**config.mk**
```make
export PLATFORM = sky130hd
export DESIGN_NAME = fence_sequencer
export DESIGN_NICKNAME = d
export VERILOG_FILES = /design/src/rtl/fence_sequencer.sv
export SDC_FILE = /design/constraint.sdc
export NUM_CORES = 1
export LEC_CHECK = 0
export BUFFER_PORTS_ARGS = -buffer_cell sky130_fd_sc_hd__buf_2
export CORE_UTILIZATION = 59
export CTS_CLUSTER_DIAMETER = 60
export CTS_CLUSTER_SIZE = 8
export DETAILED_ROUTE_END_ITERATION = 16
export GPL_TIMING_DRIVEN = 0
export PLACE_DENSITY_LB_ADDON = 0.2
export SLEW_MARGIN = 20
export SYNTH_ARGS = -nofsm -noshare
export SYNTH_HDL_FRONTEND = slang
export SYNTH_SLANG_ARGS = --single-unit
```
**constraint.sdc**
```tcl
create_clock -name clk_i -period 5.1 [get_ports clk_i]
set_input_delay 0.765 -clock clk_i [delete_from_list [all_inputs] [get_ports clk_i]]
set_output_delay 0.765 -clock clk_i [all_outputs]
set_load 0.01 [all_outputs]
```
**src/rtl/fence_sequencer.sv**
```systemverilog
// Fence sequencer: orders store drain, D$/I$ flush and TLB shootdown
// for FENCE-family instructions, then requests a refetch from commit.
module fence_sequencer #(
  parameter int WT_DCACHE   = 0,
  parameter int ACK_TIMEOUT = 1024
) (
  input  logic       clk_i,
  input  logic       rst_i,
  input  logic       req_valid_i,
  output logic       req_ready_o,
  input  logic [2:0] req_type_i,
  input  logic       v_i,
  input  logic       stores_empty_i,
  input  logic       abort_i,
  output logic       flush_dcache_o,
  input  logic       flush_dcache_ack_i,
  output logic       flush_icache_o,
  output logic       flush_tlb_o,
  output logic       flush_tlb_vvma_o,
  output logic       flush_tlb_gvma_o,
  output logic       halt_o,
  output logic       done_o,
  output logic       set_pc_commit_o,
  output logic       err_o
);

  localparam int CW = (ACK_TIMEOUT > 0) ? $clog2(ACK_TIMEOUT + 1) : 1;
  localparam logic [CW-1:0] TO_LAST = CW'(ACK_TIMEOUT - 1);
  localparam logic [CW-1:0] CNT_ONE = CW'(1);

  localparam logic [2:0] S_IDLE  = 3'd0;
  localparam logic [2:0] S_DRAIN = 3'd1;
  localparam logic [2:0] S_DC    = 3'd2;
  localparam logic [2:0] S_IC    = 3'd3;
  localparam logic [2:0] S_TLB   = 3'd4;
  localparam logic [2:0] S_DONE  = 3'd5;

  localparam logic [2:0] T_FENCE  = 3'd0;
  localparam logic [2:0] T_FENCEI = 3'd1;
  localparam logic [2:0] T_SFENCE = 3'd2;
  localparam logic [2:0] T_HVVMA  = 3'd3;
  localparam logic [2:0] T_HGVMA  = 3'd4;

  logic [2:0]    r_state;
  logic [2:0]    r_type;
  logic          r_v;
  logic          r_err;
  logic [CW-1:0] r_cnt;

  logic [2:0]    w_next;
  logic          w_err_nxt;
  logic [CW-1:0] w_cnt_nxt;
  logic          w_accept;
  logic          w_is_fence;
  logic          w_is_fencei;
  logic          w_is_tlb;
  logic          w_timeout;

  assign w_accept    = req_valid_i && (r_state == S_IDLE);
  assign w_is_fence  = (r_type == T_FENCE);
  assign w_is_fencei = (r_type == T_FENCEI);
  assign w_is_tlb    = (r_type == T_SFENCE) ||
                       (r_type == T_HVVMA)  ||
                       (r_type == T_HGVMA);
  assign w_timeout   = (ACK_TIMEOUT != 0) && (r_cnt == TO_LAST);

  always_comb begin
    w_next    = r_state;
    w_err_nxt = r_err;
    w_cnt_nxt = r_cnt;
    unique case (r_state)
      S_IDLE: begin
        if (w_accept) begin
          w_next    = S_DRAIN;
          w_err_nxt = 1'b0;
        end
      end
      S_DRAIN: begin
        // abort wins over a store buffer that drains in the same cycle
        if (abort_i) begin
          w_next = S_IDLE;
        end else if (stores_empty_i) begin
          if ((w_is_fence || w_is_fencei) && (WT_DCACHE == 0)) begin
            w_next    = S_DC;
            w_cnt_nxt = '0;
          end else if (w_is_fencei) begin
            w_next = S_IC;
          end else if (w_is_tlb) begin
            w_next = S_TLB;
          end else begin
            w_next    = S_DONE;
            w_err_nxt = !w_is_fence;
          end
        end
      end
      S_DC: begin
        if (flush_dcache_ack_i) begin
          w_next = w_is_fencei ? S_IC : S_DONE;
        end else if (w_timeout) begin
          w_next    = S_DONE;
          w_err_nxt = 1'b1;
        end else if (ACK_TIMEOUT != 0) begin
          w_cnt_nxt = r_cnt + CNT_ONE;
        end
      end
      S_IC:    w_next = S_DONE;
      S_TLB:   w_next = S_DONE;
      S_DONE:  w_next = S_IDLE;
      default: w_next = S_IDLE;
    endcase
  end

  always_ff @(posedge clk_i or posedge rst_i) begin
    if (rst_i) begin
      r_state <= S_IDLE;
      r_type  <= 3'd0;
      r_v     <= 1'b0;
      r_err   <= 1'b0;
      r_cnt   <= '0;
    end else begin
      r_state <= w_next;
      r_err   <= w_err_nxt;
      r_cnt   <= w_cnt_nxt;
      if (w_accept) begin
        r_type <= req_type_i;
        r_v    <= v_i;
      end
    end
  end

  // all outputs decode from registered state only
  assign req_ready_o      = (r_state == S_IDLE);
  assign halt_o           = (r_state != S_IDLE);
  assign flush_dcache_o   = (r_state == S_DC);
  assign flush_icache_o   = (r_state == S_IC);
  assign flush_tlb_o      = (r_state == S_TLB) &&
                            (r_type == T_SFENCE) && !r_v;
  assign flush_tlb_vvma_o = (r_state == S_TLB) &&
                            (((r_type == T_SFENCE) && r_v) ||
                             (r_type == T_HVVMA));
  assign flush_tlb_gvma_o = (r_state == S_TLB) &&
                            (r_type == T_HGVMA);
  assign done_o           = (r_state == S_DONE);
  assign set_pc_commit_o  = (r_state == S_DONE);
  assign err_o            = (r_state == S_DONE) && r_err;

endmodule

```
==> results.toml <==
[grt]
grt_pass1_wl_mm = 4.19
track_usage_pct = 28.5
grt_pass1_vias = 962
gr-total-overflow = 0
grt_start_max_net_pins = 20
antenna_found_initial = 0

[routing]
route.detailed.drc = 0
drtIter0Drc = 46
drt-total-wl_mm = 2.57
routedWlPerCell_um = 15.2
ant_nets = 0
dr_total_vias = 1042
vias_per_cell = 6.17
drtPass1Iterations = 4

[clock_tree]
cts_tree = "done"
cts_inserted_buffers = 3
cts_root_buf = "clkbuf_4"
cts.path.max_buffers = 2
cts_setup_buffers = 0
h-tree-depth = 1
cts.sinks = 19
path_clk_slew_ns = 0.11
ctsResizeCount = 0
clk_latency_ns = 0.30
hold_buffers = 0

[critical_path]
arrival_ns = 1.64
worstSetupPathType = "flop to output port"
crit_chain = "buf_4 > nor2_1 > nand4_1 > nor3_1 > buf_2"
required_ns = 4.34
critPathLaunchType = "flop"
cpMaxStageDelayCell = "dfrtp_1"
crit_path_max_fanout = 10
cp_slowest_stage_delay_ns = 0.47
end_kind = "output port"

[synthesis]
synth_edf_count = 0
synthXorXnorAreaFrac_pct = 2.25
async_flop_share_pct = 100
synth.area.top_cells = "dfrtp_1, mux2_1, nand2_1"
synth_top_area_share_pct = 40.7
synth_cell_type_count = 43
synth_nets = 132
synth_compound_area_share_pct = 13.9
synth_common_cells = "dfrtp_1, nand2_1, nor2_1"
avgSynthCellArea_um2 = 9.65
synth_flop_cell = "dfrtp_1"
yosysTopAreaCell = "dfrtp_1"
synth_most_common_cell = "dfrtp_1"
synth-seq-cells = 19
synth_cells = 121
synth_area_mm2 = 0.00117
synth-adder-area-share_pct = 1.07
ys_warn_count = 0
synth_top_family_by_area = "simple AND/OR/NAND/NOR gates"
synthMuxAreaShare_pct = 9.22
yosysSeqAreaShare_pct = 40.7
synth-simple-area-share_pct = 28.7

[sta]
rsz0062_at_grt = "false"
setup_violations = 0
report.final.hold_viol_count = 0
fin_hold_ws_ns = 0.508
finalSetupTns_ns = 0
tightest_slew_ns = 0.717
period_share_pct = 47.1
finalCriticalPeriod_ns = 2.40
slew_viol_final = 0
max_freq_mhz = 416
relSlewSlack_pct = 52.2
finClkSkew_ns = 0.00658

[cells_and_area]
multi_input_area_um2 = 644
drive_above_1_share_pct = 23.6
fin_cells = 169
final_area_mm2 = 0.00132
finalNetCount = 156
syn2layout_area_growth_pct = 13.2
nFillCells = 151
n_antenna_cell = 0
final-seq-area_um2 = 475

[die]
rows = 15
die_y_um = 46.5
ios = 20
die_width_um = 46.5
start_util_pct = 65.5
core_area_mm2 = 0.00178
die_area_mm2 = 0.00216

[placed_design]
globalplace.congestion = 0.866
place_hpwl_mm = 1.95
io_buffers = 19
dp_cells = 165
placed_area_mm2 = 0.00129

[power_and_ir_drop]
report.power.total_w = 0.000561
p_leak_nw = 0.615
p_per_area_mw_per_mm2 = 424
ir_worst_vdd_mv = 0.427

[run]
maxCapViolations = 0

[hold_path]
hold_class = "flop to flop"

[status]
outcome = "finished, final reports clean"
worst max-delay path, delay by kind of cell (launching register included):
family        cells  cell delay (ns)
simple gates      3             0.50
buf+inv           2             0.37
flops             1             0.47
routing by layer:
| layer | vias up | wire length, um | track usage [%] |
|---|---|---|---|
| li1 | 498 | - | - |
| met1 | 491 | 1070 | 33.7 |
| met2 | 46 | 1300 | 49.2 |
| met3 | 7 | 149 | 5.88 |
| met4 | 0 | 46 | 11.8 |
| met5 | - | 0 | 0 |
through the flow:
stage | setup slack, ns | util [%]
final | 2.70 | 74.1
after global routing | 2.56 | 74.1
after CTS | 2.69 | 74.1
after detailed placement | 2.81 | 72.6
after global placement | 2.85 | 72.6
after floorplan | 3.03 | -
cell type report:
| type | instances | area share, % |
|---|---|---|
| plain buffers | 4 | 1.89 |
| clock buffers | 3 | 1.70 |
| clock inverters | 1 | 0.379 |
| inverters | 6 | 1.70 |
| multi-input cells | 92 | 48.8 |
| flip-flops and latches | 19 | 36.0 |
| well taps | 25 | 2.37 |
| repair buffers | 19 | 7.20 |
registers in the layout, indices dropped and copies added, names as in the netlist:
| name | count |
|---|---|
| r_type | 3 |
| r_cnt | 11 |
| r_err | 1 |
| r_v | 1 |
| r_state | 3 |
cells by family after synthesis:
logic type / Yosys count
xor+xnor: 3
simple gates: 57
buf+inv: 10
compound gates: 21
flops: 19
mux: 10
fa+ha+maj: 1
where the power goes:
part,switching (W),internal [W],total (W)
Sequential,0.0000439,0.000189,0.000233
Clock,0.0000481,0.0000293,0.0000774
Combinational,0.000137,0.000113,0.000250
final timing paths:
check                                            start                     end  slack (ns)  cells past startpoint
worst max-delay path            r_state[1]$_DFFE_PP0P_             flush_tlb_o        2.70                      5
worst min-delay path                 r_err$_DFFE_PP0P_       r_err$_DFFE_PP0P_        0.51                      1
worst max register to register    r_cnt[0]$_DFFE_PP0P_       r_err$_DFFE_PP0P_        3.04                      5
worst min register to register       r_err$_DFFE_PP0P_       r_err$_DFFE_PP0P_        0.51                      1
max in group asynchronous                        rst_i  r_state[2]$_DFFE_PP0P_        4.09                      2
min in group asynchronous                        rst_i    r_cnt[7]$_DFFE_PP0P_        0.56                      2
placed cells by master (no fill, tap or decap), types with 2 or more instances in the layout:
master / netlist / routed
or3_1: 4 / 4
and4_1: 2 / 2
nor2_1: 10 / 10
nand3_1: 2 / 2
buf_4: 2 / 2
buf_2: 2 / 21
inv_1: 6 / 6
nor2b_1: 2 / 2
nand2_1: 12 / 12
and2_1: 2 / 2
nand2b_1: 2 / 2
mux2_1: 5 / 5
o31ai_1: 2 / 2
dfrtp_1: 19 / 19
and3_1: 3 / 3
o21ai_0: 4 / 4
o22ai_1: 3 / 3
nand4_1: 4 / 4
mux2i_1: 4 / 4
clkbuf_4: 0 / 3
xnor2_1: 2 / 2
a31oi_1: 2 / 2
o211ai_1: 2 / 2
nor3_1: 5 / 5
Power figures use the tool's default switching activity.
